--- src/rtl/img_stream_reader.sv ---
// Image stream reader: pulls pixels from the image-source handshake into a
// FIFO. The HPS reads the FIFO, status and a pixel counter through an
// Avalon-MM register window.
module img_stream_reader #(
  parameter int PIX_W = 24,
  parameter int DEPTH = 16,
  parameter int CNT_W = 32
) (
  input  logic             clk,
  input  logic             reset,
  input  logic [2:0]       avs_address,
  input  logic             avs_read,
  input  logic             avs_write,
  input  logic [31:0]      avs_writedata,
  output logic [31:0]      avs_readdata,
  output logic             get_next_pix,
  input  logic             pix_rdy,
  input  logic [PIX_W-1:0] pixel_data,
  input  logic             img_done,
  output logic             cpu_rdy,
  output logic [3:0]       out_state
);

  localparam int PTR_W = $clog2(DEPTH);
  localparam int LVL_W = PTR_W + 1;
  localparam logic [LVL_W-1:0] DEPTH_L = LVL_W'(DEPTH);

  typedef enum logic [3:0] {
    ST_IDLE = 4'd0,
    ST_REQ  = 4'd1,
    ST_WAIT = 4'd2,
    ST_DONE = 4'd3
  } state_t;

  state_t           state_q, state_d;
  logic [PIX_W-1:0] mem_q [DEPTH];
  logic [PTR_W-1:0] wr_ptr_q, wr_ptr_d;
  logic [PTR_W-1:0] rd_ptr_q, rd_ptr_d;
  logic [LVL_W-1:0] level_q, level_d;
  logic [CNT_W-1:0] count_q, count_d;
  logic             underflow_q, underflow_d;
  logic             spurious_q, spurious_d;
  logic             get_next_pix_q, get_next_pix_d;
  logic             cpu_rdy_q, cpu_rdy_d;
  logic [31:0]      readdata_q, readdata_d;

  logic        ctrl_wr, clear, start, data_rd;
  logic        fifo_empty, fifo_full, push, pop, restart;
  logic [7:0]  level8;
  logic [31:0] status_w;
  logic        unused_wdata;

  assign ctrl_wr    = avs_write && (avs_address == 3'd0);
  assign clear      = ctrl_wr && avs_writedata[1];
  assign start      = ctrl_wr && avs_writedata[0] && !avs_writedata[1];
  assign data_rd    = avs_read && (avs_address == 3'd2);
  assign fifo_empty = (level_q == '0);
  assign fifo_full  = (level_q == DEPTH_L);
  assign pop        = data_rd && !fifo_empty;
  assign level8     = 8'(level_q);
  assign status_w   = {16'd0, level8, 3'd0, spurious_q, underflow_q,
                       (state_q == ST_DONE), fifo_full, fifo_empty};
  assign unused_wdata = ^avs_writedata[31:2];

  // Next-state logic: request sequencing, FIFO bookkeeping, flags and read mux.
  always_comb begin
    state_d        = state_q;
    get_next_pix_d = 1'b0;
    count_d        = count_q;
    underflow_d    = underflow_q;
    spurious_d     = spurious_q;
    readdata_d     = readdata_q;
    push           = 1'b0;
    restart        = 1'b0;

    case (state_q)
      ST_IDLE: begin
        if (start) begin
          restart = 1'b1;
          state_d = ST_REQ;
        end
      end
      ST_REQ: begin
        if (img_done) begin
          state_d = ST_DONE;
        end else if (level_q < DEPTH_L) begin
          get_next_pix_d = 1'b1;
          state_d        = ST_WAIT;
        end
      end
      ST_WAIT: begin
        if (pix_rdy) begin
          push    = 1'b1;
          state_d = img_done ? ST_DONE : ST_REQ;
        end
      end
      ST_DONE: begin
        if (start) begin
          restart = 1'b1;
          state_d = ST_REQ;
        end
      end
      default: state_d = ST_IDLE;
    endcase

    if (restart) begin
      count_d     = '0;
      underflow_d = 1'b0;
      spurious_d  = 1'b0;
    end
    if (push) begin
      count_d = count_d + CNT_W'(1);
    end
    if (data_rd && fifo_empty) begin
      underflow_d = 1'b1;
    end
    if (pix_rdy && (state_q != ST_WAIT)) begin
      spurious_d = 1'b1;
    end

    if (avs_read) begin
      case (avs_address)
        3'd1:    readdata_d = status_w;
        3'd2:    readdata_d = fifo_empty ? 32'd0 : 32'(mem_q[rd_ptr_q]);
        3'd3:    readdata_d = 32'(count_q);
        default: readdata_d = 32'd0;
      endcase
    end

    wr_ptr_d = push ? wr_ptr_q + PTR_W'(1) : wr_ptr_q;
    rd_ptr_d = pop  ? rd_ptr_q + PTR_W'(1) : rd_ptr_q;
    case ({push, pop})
      2'b10:   level_d = level_q + LVL_W'(1);
      2'b01:   level_d = level_q - LVL_W'(1);
      default: level_d = level_q;
    endcase

    if (clear) begin
      state_d        = ST_IDLE;
      get_next_pix_d = 1'b0;
      count_d        = '0;
      underflow_d    = 1'b0;
      spurious_d     = 1'b0;
      readdata_d     = 32'd0;
      push           = 1'b0;
      wr_ptr_d       = '0;
      rd_ptr_d       = '0;
      level_d        = '0;
    end

    cpu_rdy_d = (level_d != '0);
  end

  // State and output registers, all cleared by the asynchronous reset.
  always_ff @(posedge clk or posedge reset) begin
    if (reset) begin
      state_q        <= ST_IDLE;
      wr_ptr_q       <= '0;
      rd_ptr_q       <= '0;
      level_q        <= '0;
      count_q        <= '0;
      underflow_q    <= 1'b0;
      spurious_q     <= 1'b0;
      get_next_pix_q <= 1'b0;
      cpu_rdy_q      <= 1'b0;
      readdata_q     <= 32'd0;
    end else begin
      state_q        <= state_d;
      wr_ptr_q       <= wr_ptr_d;
      rd_ptr_q       <= rd_ptr_d;
      level_q        <= level_d;
      count_q        <= count_d;
      underflow_q    <= underflow_d;
      spurious_q     <= spurious_d;
      get_next_pix_q <= get_next_pix_d;
      cpu_rdy_q      <= cpu_rdy_d;
      readdata_q     <= readdata_d;
    end
  end

  // Pixel storage; contents need no reset because the level gates visibility.
  always_ff @(posedge clk) begin
    if (push) begin
      mem_q[wr_ptr_q] <= pixel_data;
    end
  end

  assign avs_readdata = readdata_q;
  assign get_next_pix = get_next_pix_q;
  assign cpu_rdy      = cpu_rdy_q;
  assign out_state    = state_q;

endmodule

--- config.mk ---
export PLATFORM = sky130hd
export DESIGN_NAME = img_stream_reader
export DESIGN_NICKNAME = d
export VERILOG_FILES = /design/src/rtl/img_stream_reader.sv
export SDC_FILE = /design/constraint.sdc
export NUM_CORES = 1
export LEC_CHECK = 0
export CORE_MARGIN = 2
export CORE_UTILIZATION = 56
export CTS_BUF_LIST = sky130_fd_sc_hd__clkbuf_16
export DETAILED_ROUTE_END_ITERATION = 10
export PLACE_DENSITY_LB_ADDON = 0.12
export REMOVE_ABC_BUFFERS = 1
export SYNTH_ARGS = -nofsm -noshare
export SYNTH_HDL_FRONTEND = slang
export SYNTH_SLANG_ARGS = --single-unit
--- constraint.sdc ---
create_clock -name clk -period 4 [get_ports clk]
set_input_delay 0.6 -clock clk [delete_from_list [all_inputs] [get_ports clk]]
set_output_delay 0.6 -clock clk [all_outputs]
set_load 0.005 [all_outputs]
=== After elaboration in Yosys (flattened, before gate mapping) ===
Memory sizes are Yosys's and may differ from the RTL's.
Index checks and enable logic that the tools add are counted.

* Register bits: 85
* Memory bits (writable): 384
* Bits of input ports: 65
* Memories kept: 1

* $add $sub $neg: 5
* Order comparisons: 1
* Eq/ne operators: 13
* Muxes and demuxes: 36
* Reductions and logical operators: 21

{| class="wikitable"
|+ Memory list
! memory !! words !! bits a word !! read ports !! clocked after Yosys merged registers in !! wr ports !! line !! source
|-
| mem_q || 16 || 24 || 1 || 0 || 1 || 36 || <nowiki>logic [PIX_W-1:0] mem_q [DEPTH];</nowiki>
|}

{| class="wikitable"
|+ Operator list
! cell !! count
|-
| $mux 32 || 5
|-
| $pmux 32 s3 || 1
|-
| $mux 4 || 9
|-
| $add 32x1->32 const B || 1
|-
| $mux 24 || 1
|-
| $mux 1 || 16
|-
| $pmux 4 s3 || 1
|-
| $pmux 5 s2 || 1
|-
| $add 4x1->4 const B || 2
|-
| $eq 4x2->1 const B || 2
|-
| $logic_and 1x1->1 || 8
|-
| $eq 3x2->1 const B || 2
|-
| $reduce_bool 2->1 || 3
|-
| $reduce_bool 3->1 || 2
|-
| $add 5x1->5 const B || 1
|-
| $eq 5x5->1 const B || 1
|-
| $logic_not 5->1 || 1
|-
| $lt 5x5->1 const B || 1
|-
| $mux 5 || 1
|-
| $reduce_bool 5->1 || 1
|-
| $sub 5x1->5 const B || 1
|-
| $eq 4x1->1 const B || 1
|-
| $logic_not 4->1 || 1
|-
| $ne 4x2->1 const B || 1
|-
| 11 further kinds || 12
|}

=== Depth between registers and ports, before layout ===
Gate-level depths: netlist of run 1.

* Depth in word-level cells: 10
* Mapped depth: 13

=== Least setup slack after synthesis of run 1 ===
OpenSTA, ideal clock, no wires.

* Path kind: register -> register
* Start point: register state_q[0] (netlist: out_state[0])
* End point: memory mem_q[3][0] (enable)
* Arrival: 3.022 ns
* Path slack: 0.543 ns
* Cell stages (with the launch flop): 7
* Clock period less this slack: 3.457 ns
* Path through: dfrtp_1 inv_1 ha_1 and2_2 clkbuf_1 nand3_1 nor3_1

* Word-level cells in the longest chain between the ends: 5

{| class="wikitable"
|+ Ends and longest elaborated chain
! element !! line !! source
|-
| start, declared || 35 || <nowiki>state_t state_q, state_d;</nowiki>
|-
| start signal, assigned || 168 || <nowiki>state_q <= state_d;</nowiki>
|-
| $eq 4x2->1 || 76 || <nowiki>case (state_q)</nowiki>
|-
| $mux 1 || 76 ||
|-
| $mux 1 || 138 || <nowiki>if (clear) begin</nowiki>
|-
| $mux 1 || 183 || <nowiki>if (push) begin</nowiki>
|-
| $mux 1 (not written as such) || 184 || <nowiki>mem_q[wr_ptr_q] <= pixel_data;</nowiki>
|-
| end, declared || 36 ||
|}

Every way passes these cells.

=== Worst setup path after layout of run 1 ===
* Start point: register state_q[0] (netlist: out_state[0])
* End point: register cpu_rdy_q (netlist: cpu_rdy)

* Word-level cells in the longest chain between the ends: 6
* Elaborated cells between the ends (all ways): 7
* Classes of those cells: 3 x eq/ne; 3 x mux; 1 x reduce/logical

{| class="wikitable"
|+ Ends and longest elaborated chain
! element !! line !! source
|-
| $eq 4x2->1 (*) || 76 ||
|-
| $mux 1 (*) || 76 ||
|-
| $eq 2x1->1 or $eq 2x2->1 (tied branches) || 132 || <nowiki>case ({push, pop})</nowiki>
|-
| $pmux 5 s2 (*) || 132 ||
|-
| $mux 5 (*) || 138 ||
|-
| named net level_d[4] || 39 || <nowiki>logic [LVL_W-1:0] level_q, level_d;</nowiki>
|-
| $reduce_bool 5->1 (*) || 151 || <nowiki>cpu_rdy_d = (level_d != '0);</nowiki>
|-
| named net cpu_rdy_d || 44 || <nowiki>logic cpu_rdy_q, cpu_rdy_d;</nowiki>
|-
| end signal, assigned || 176 || <nowiki>cpu_rdy_q <= cpu_rdy_d;</nowiki>
|-
| end, declared || 44 ||
|}

The timed path passes the listed nets; every way through them passes the cells marked *.
A chain may end at the register's enable or synchronous reset.

==> flow_metrics.env, run 1 <==
export IMPL_arrival_ns=3.69
export IMPL_num_io_pins=103
export IMPL_grt_pass1_wl_mm=61.8
export IMPL_status="finished, final reports clean"
export IMPL_fin_cells=1576
export IMPL_fin_skew_ns=0.0105
export IMPL_synth_seq_cells=467
export IMPL_power_density_nw_per_um2=565
export IMPL_ctsResizeCount=0
export IMPL_hold_viol_final=0
export IMPL_syn_area_um2=18700
export IMPL_cp_num_buf_inv=2
export IMPL_fp_dieH_um=187
export IMPL_portBuffers=70
export IMPL_relSlewSlack_pct=32.6
export IMPL_synthTopCellsByArea="edfxtp_1 (62%), mux4_2 (14%), dfrtp_1 (11%)"
export IMPL_period_share_pct=82.0
export IMPL_rsz0062_at_grt="false"
export IMPL_p_leak_nw=7.30
export IMPL_critPathKind="flip-flop to flip-flop"
export IMPL_first_pass_iters=8
export IMPL_critPathMaxFanout=12
export IMPL_yosysTopAreaCell="edfxtp_1"
export IMPL_yosys_top_cells_count="edfxtp_1 (384), mux4_2 (120), dfrtp_1 (83)"
export IMPL_cts_buffer_depth=3
export IMPL_ys_warn_count=0
export IMPL_gp_congestion=0.798
export IMPL_tightest_slew_ns=1.01
export IMPL_viasPerCell=6.06
export IMPL_cts_buffers=47
export IMPL_yosysUniqueCellTypes=49
export IMPL_num_antenna_cells=0
export IMPL_ant_nets=0
export IMPL_cp_end_kind="flip-flop"
export IMPL_syn_inst=994
export IMPL_clock_sinks=467
export IMPL_fmax_mhz=305
export IMPL_power_mw=12.2
export IMPL_final_fill_count=2180
export IMPL_routed_wl_mm=40.6
export IMPL_critPathLaunchType="flip-flop"
export IMPL_die_area_um2=34800
export IMPL_hpwl_mm=23.5
export IMPL_dp_cells=1491
export IMPL_vdd_drop_max_mv=0.377
export IMPL_hp_class="primary input to async pin"
export IMPL_post_route_drc_count=0
export IMPL_cts_tree="yes"
export IMPL_dpl_worst_slack_ns=0.446
export IMPL_crit_path_top_delay_cell="or4_1"
export IMPL_grt_max_degree=84
export IMPL_areaGrowthSynthToFinish_pct=15.9
export IMPL_fp_coreArea_um2=32700
export IMPL_slew_violations=0
export IMPL_setup_viol=0
export IMPL_first_global_vias=9951
export IMPL_min_period_ns=3.28
export IMPL_vias=9544
export IMPL_slowest_delay_ns=0.47
export IMPL_synth_top_cell_area_share_pct=61.7
export IMPL_layout_nets=1174
export IMPL_drtIter0Drc=852
export IMPL_ctsHoldBuffers=0
export IMPL_yosysMostFrequentCell="edfxtp_1"
export IMPL_synth_enable_flop_cells=384
export IMPL_path_cells="inv_1 > ha_1 > and2_2 > inv_1 > o211ai_4 > xnor2_1 > ha_1 > a21oi_1 > nor4b_1 > mux2i_1 > nand3_1 > a21oi_1 > or4_1"
export IMPL_grt_antenna_before_repair=0
export IMPL_cts_root_buf="clkbuf_16"
export IMPL_worstSkewPairLatency_ns=0.55
export IMPL_drive_above_1_share_pct=22.0
export IMPL_drv_cap=0
export IMPL_critPathRequiredTime_ns=4.41
export IMPL_rows=66
export IMPL_clkTransAtPathRegs_ns=0.06
export IMPL_die_w_um=187
export IMPL_cp_top_family="simple AND/OR/NAND/NOR gates"
export IMPL_yosysSeqAreaShare_pct=72.8
export IMPL_initial_core_util_pct=57.1
export IMPL_synthFlopType="edfxtp_1"
export IMPL_detail_route_wl_per_cell_um=25.8
export IMPL_async_reset_ff_share_pct=17.8
export IMPL_cts_setup_buffers=0
export IMPL_grt_overflow=0
export IMPL_postLayoutSetupSlackWorst_ns=0.721
export IMPL_syn_avg_cell_area_um2=18.8
export IMPL_htree_levels=2
export IMPL_grt_usage_pct=23.9
-- layout make-up --
class / instances / area (um2) / area share [%]
Timing Repair Buffer: 107 / 1120 / 5.16
Clock inverter: 37 / 228 / 1.05
Sequential cell: 467 / 13600 / 62.9
Tap cell: 442 / 553 / 2.55
Multi-Input combinational cell: 462 / 4880 / 22.6
Inverter: 13 / 50.0 / 0.231
Clock buffer: 48 / 1200 / 5.55
-- power by group --
part	leakage (nW)	total (mW)	switching, mW	internal (mW)
logic	1.99	2.34	1.05	1.29
registers	4.57	5.85	0.346	5.50
clock network	0.737	4.05	1.75	2.30
-- path summary, 6_finish.rpt --
| check | from | end | slack [ns] | cells past startpoint |
|---|---|---|---|---|
| worst max register to register | out_state[0] | cpu_rdy | 0.72 | 13 |
| max in group asynchronous | reset | avs_readdata[5] | 3.16 | 3 |
| worst min-delay path | reset | underflow_q | 0.49 | 3 |
| min in group clk | avs_readdata[26] | avs_readdata[26] | 0.50 | 1 |
| worst min register to register | avs_readdata[26] | avs_readdata[26] | 0.50 | 1 |
| worst max-delay path | out_state[0] | cpu_rdy | 0.72 | 13 |
-- cell usage in the layout, fill, tap and decap left out, drive strengths merged, types with 12 or more instances in the layout --
cell type	count
clkdlybuf4s50	70
a22oi	15
mux4	120
xor2	20
buf	37
a21oi	17
nand3	19
nor3	15
clkbuf	48
dfrtp	83
edfxtp	384
nor2	73
mux2i	12
clkinv	24
nand2	65
inv	23
xnor2	18
-- worst register-to-register path: cells and delay by family, from the launching register on --
family / cells / cell delay, ns
adders and majority gates: 2 / 0.44
DFF: 1 / 0.43
AOI/OAI and AO/OA: 3 / 0.49
and+or+nand+nor: 4 / 1.17
buffers and inverters: 2 / 0.32
xor gates and xnor gates: 1 / 0.16
muxes: 1 / 0.14
-- logic make-up after synthesis --
group	share of synthesized area, %
buffers and inverters	1.63
flip-flops	72.8
other	0.0201
multiplexers	15.1
adder cells (fa/ha/maj)	0.737
AND/OR/NAND/NOR	5.40
XOR/XNOR	1.78
AO/OA/AOI/OAI	2.47
-- flip-flops by register name (all words and copies together) (netlist names) --
register and flops:
avs_readdata 32, get_next_pix 1, level_q 5, cpu_rdy 1, mem_q 384, out_state 2, underflow_q 1, count_q 32
rd_ptr_q 4, wr_ptr_q 4, spurious_q 1
-- through the flow --
step / utilization [%] / setup TNS [ns] / cell area (um2) / hold WS [ns]
2_1_floorplan: - / -31.35 / 18400 / 0.479
3_3_place_gp: 61.8 / 0 / 20200 / 0.484
3_5_place_dp: 61.8 / 0 / 20200 / 0.482
4_1_cts: 66.2 / 0 / 21600 / 0.503
5_1_grt: 66.2 / 0 / 21600 / 0.519
6_report: 66.2 / 0 / 21600 / 0.486
-- routing by layer --
| metal | share of wire (%) | global-route usage [%] | up-vias |
|---|---|---|---|
| li1 | - | - | 4164 |
| met1 | 43 | 34.1 | 5017 |
| met2 | 49 | 39.1 | 298 |
| met3 | 5.5 | 4.02 | 65 |
| met4 | 2.1 | 6.11 | 0 |
| met5 | 0 | 0 | - |
No activity file was read; power rests on OpenSTA's default activity.
==> inputs of run 2 (changes only) <==
Clock period 4 ns to 3.1 ns, I/O delays scaled along.
==> run 2 against run 1 <==
Effect of this change:
- register-to-register slack worse by 0.49 ns
- largest cell class unchanged
- highest routed layer unchanged
- clock power up 34%
- sequential power up 26%
- final area up 0.60%
- core utilization up 0.40 points
- critical path type unchanged
- largest power group unchanged
==> flow_metrics.env, run 2 (synthesis results as in run 1) <==
export IMPL_dpl_worst_slack_ns=-0.0260
export IMPL_relSlewSlack_pct=25.1
export IMPL_fin_setup_tns_ns=0
export IMPL_portBuffers=70
export IMPL_clkTransAtPathRegs_ns=0.07
export IMPL_viasPerCell=6.02
export IMPL_fin_cells=1591
export IMPL_hp_class="primary input to async pin"
export IMPL_slowest_delay_ns=0.47
export IMPL_vdd_drop_max_mv=0.461
export IMPL_period_share_pct=92.6
export IMPL_grt_usage_pct=23.3
export IMPL_setup_viol=0
export IMPL_routed_wl_mm=39.7
export IMPL_gp_congestion=0.806
export IMPL_grt_pass1_wl_mm=60.8
export IMPL_fmax_mhz=348
export IMPL_post_route_drc_count=0
export IMPL_r2r_worst_path_cells=13
export IMPL_cts_buffers=47
export IMPL_worstSkewPairLatency_ns=0.54
export IMPL_path_cells="inv_1 > ha_1 > and2_2 > inv_1 > o211ai_4 > xnor2_1 > ha_1 > a21oi_1 > nor4b_2 > mux2i_1 > nand3_1 > a21oi_1 > or4_1"
export IMPL_critPathLaunch="out_state[0]"
export IMPL_ant_nets=0
export IMPL_grt_antenna_before_repair=0
export IMPL_tightest_slew_ns=1.12
export IMPL_cts_buffer_depth=3
export IMPL_dp_cells=1505
export IMPL_first_global_vias=9800
export IMPL_num_io_pins=103
export IMPL_hpwl_mm=22.6
export IMPL_crit_path_top_delay_cell="or4_1"
export IMPL_power_mw=16.1
export IMPL_cts_root_buf="clkbuf_16"
export IMPL_p_leak_nw=7.38
export IMPL_final_area_um2=21800
export IMPL_htree_levels=2
export IMPL_vias=9579
export IMPL_final_common_cell="edfxtp_1"
export IMPL_whs_ns=0.360
export IMPL_critPathKind="flip-flop to flip-flop"
export IMPL_initial_core_util_pct=57.1
export IMPL_drive_above_1_share_pct=23.5
export IMPL_critPathLaunchType="flip-flop"
export IMPL_r2r_end="cpu_rdy"
export IMPL_cp_end_kind="flip-flop"
export IMPL_layout_nets=1188
export IMPL_drtIter0Drc=822
export IMPL_first_pass_iters=4
export IMPL_regToRegSetupSlack_ns=0.23
export IMPL_arrival_ns=3.28
export IMPL_largest_register_ffs=384
export IMPL_grt_overflow=0
export IMPL_areaGrowthSynthToFinish_pct=16.6
export IMPL_rows=66
export IMPL_crit_path_end="cpu_rdy"
export IMPL_critPathMaxFanout=5
export IMPL_min_period_ns=2.87
export IMPL_die_area_um2=34800
export IMPL_cts_tree="yes"
export IMPL_final_cell_mix="edfxtp_1 (384), mux4_2 (120), dfrtp_1 (79), clkdlybuf4s50_1 (70), nand2_1 (65)"
export IMPL_max_flop_register="mem_q"
export IMPL_postLayoutSetupSlackWorst_ns=0.230
export IMPL_critPathRequiredTime_ns=3.51
export IMPL_die_w_um=187
export IMPL_r2r_start="out_state[0]"
export IMPL_slew_violations=0
export IMPL_fp_dieH_um=187
export IMPL_drv_cap=0
export IMPL_fp_coreArea_um2=32700
export IMPL_clock_sinks=467
export IMPL_detail_route_wl_per_cell_um=25.0
export IMPL_fin_skew_ns=0.00847
export IMPL_grt_max_degree=58
export IMPL_power_density_nw_per_um2=739
export IMPL_final_util_pct=66.6
export IMPL_hold_viol_final=0
export IMPL_status="finished, final reports clean"
export IMPL_place_area_um2=20300
[run 2: worst max-delay path: cells and delay by family (launching register included)]
| kind | cells | cell delay (ns) |
|---|---|---|
| buf+inv | 2 | 0.25 |
| compound gates | 3 | 0.38 |
| simple gates | 4 | 1.01 |
| flops | 1 | 0.44 |
| xor+xnor | 1 | 0.13 |
| fa+ha+maj | 2 | 0.39 |
| mux | 1 | 0.12 |
[run 2: layout make-up]
cell class / count / area [um2]
repair buffers: 121 / 1180
clock buffers: 47 / 1180
clock inverters: 38 / 307
fillers: 2234 / 10900
flip-flops and latches: 467 / 13600
multi-input cells: 462 / 4890
well taps: 442 / 553
inverters: 13 / 50.0
diodes: 1 / 2.50
[run 2: where the power goes]
part	leakage (nW)	internal, mW	total, mW	switching (mW)
Combinational	2.04	1.73	3.29	1.56
Clock	0.770	3.10	5.42	2.31
Sequential	4.57	7.10	7.38	0.280
Total	7.38	11.9	16.1	4.15
[run 2: repair_timing]
| item | CTS | global route |
|---|---|---|
| hold buffers | 0 | 0 |
| gates resized for setup | 0 | 1 |
| setup endpoints to repair | 0 | 1 |
| setup buffers | 0 | 0 |
[run 2: layer usage]
layer | vias to the layer above | routed length, um | GRT usage (%)
met5 | - | 0 | 0
met4 | 0 | 824 | 6.07
met3 | 59 | 2310 | 3.10
met2 | 331 | 19300 | 38.0
met1 | 4988 | 17300 | 34.0
li1 | 4201 | - | -
[run 2: worst min-delay path by stage]
stage	endpoint	slack, ns
2_1_floorplan	underflow_q	0.48
3_3_place_gp	avs_readdata[27]	0.48
3_5_place_dp	avs_readdata[29]	0.48
4_1_cts	spurious_q	0.38
5_1_grt	spurious_q	0.41
6_report	spurious_q	0.36
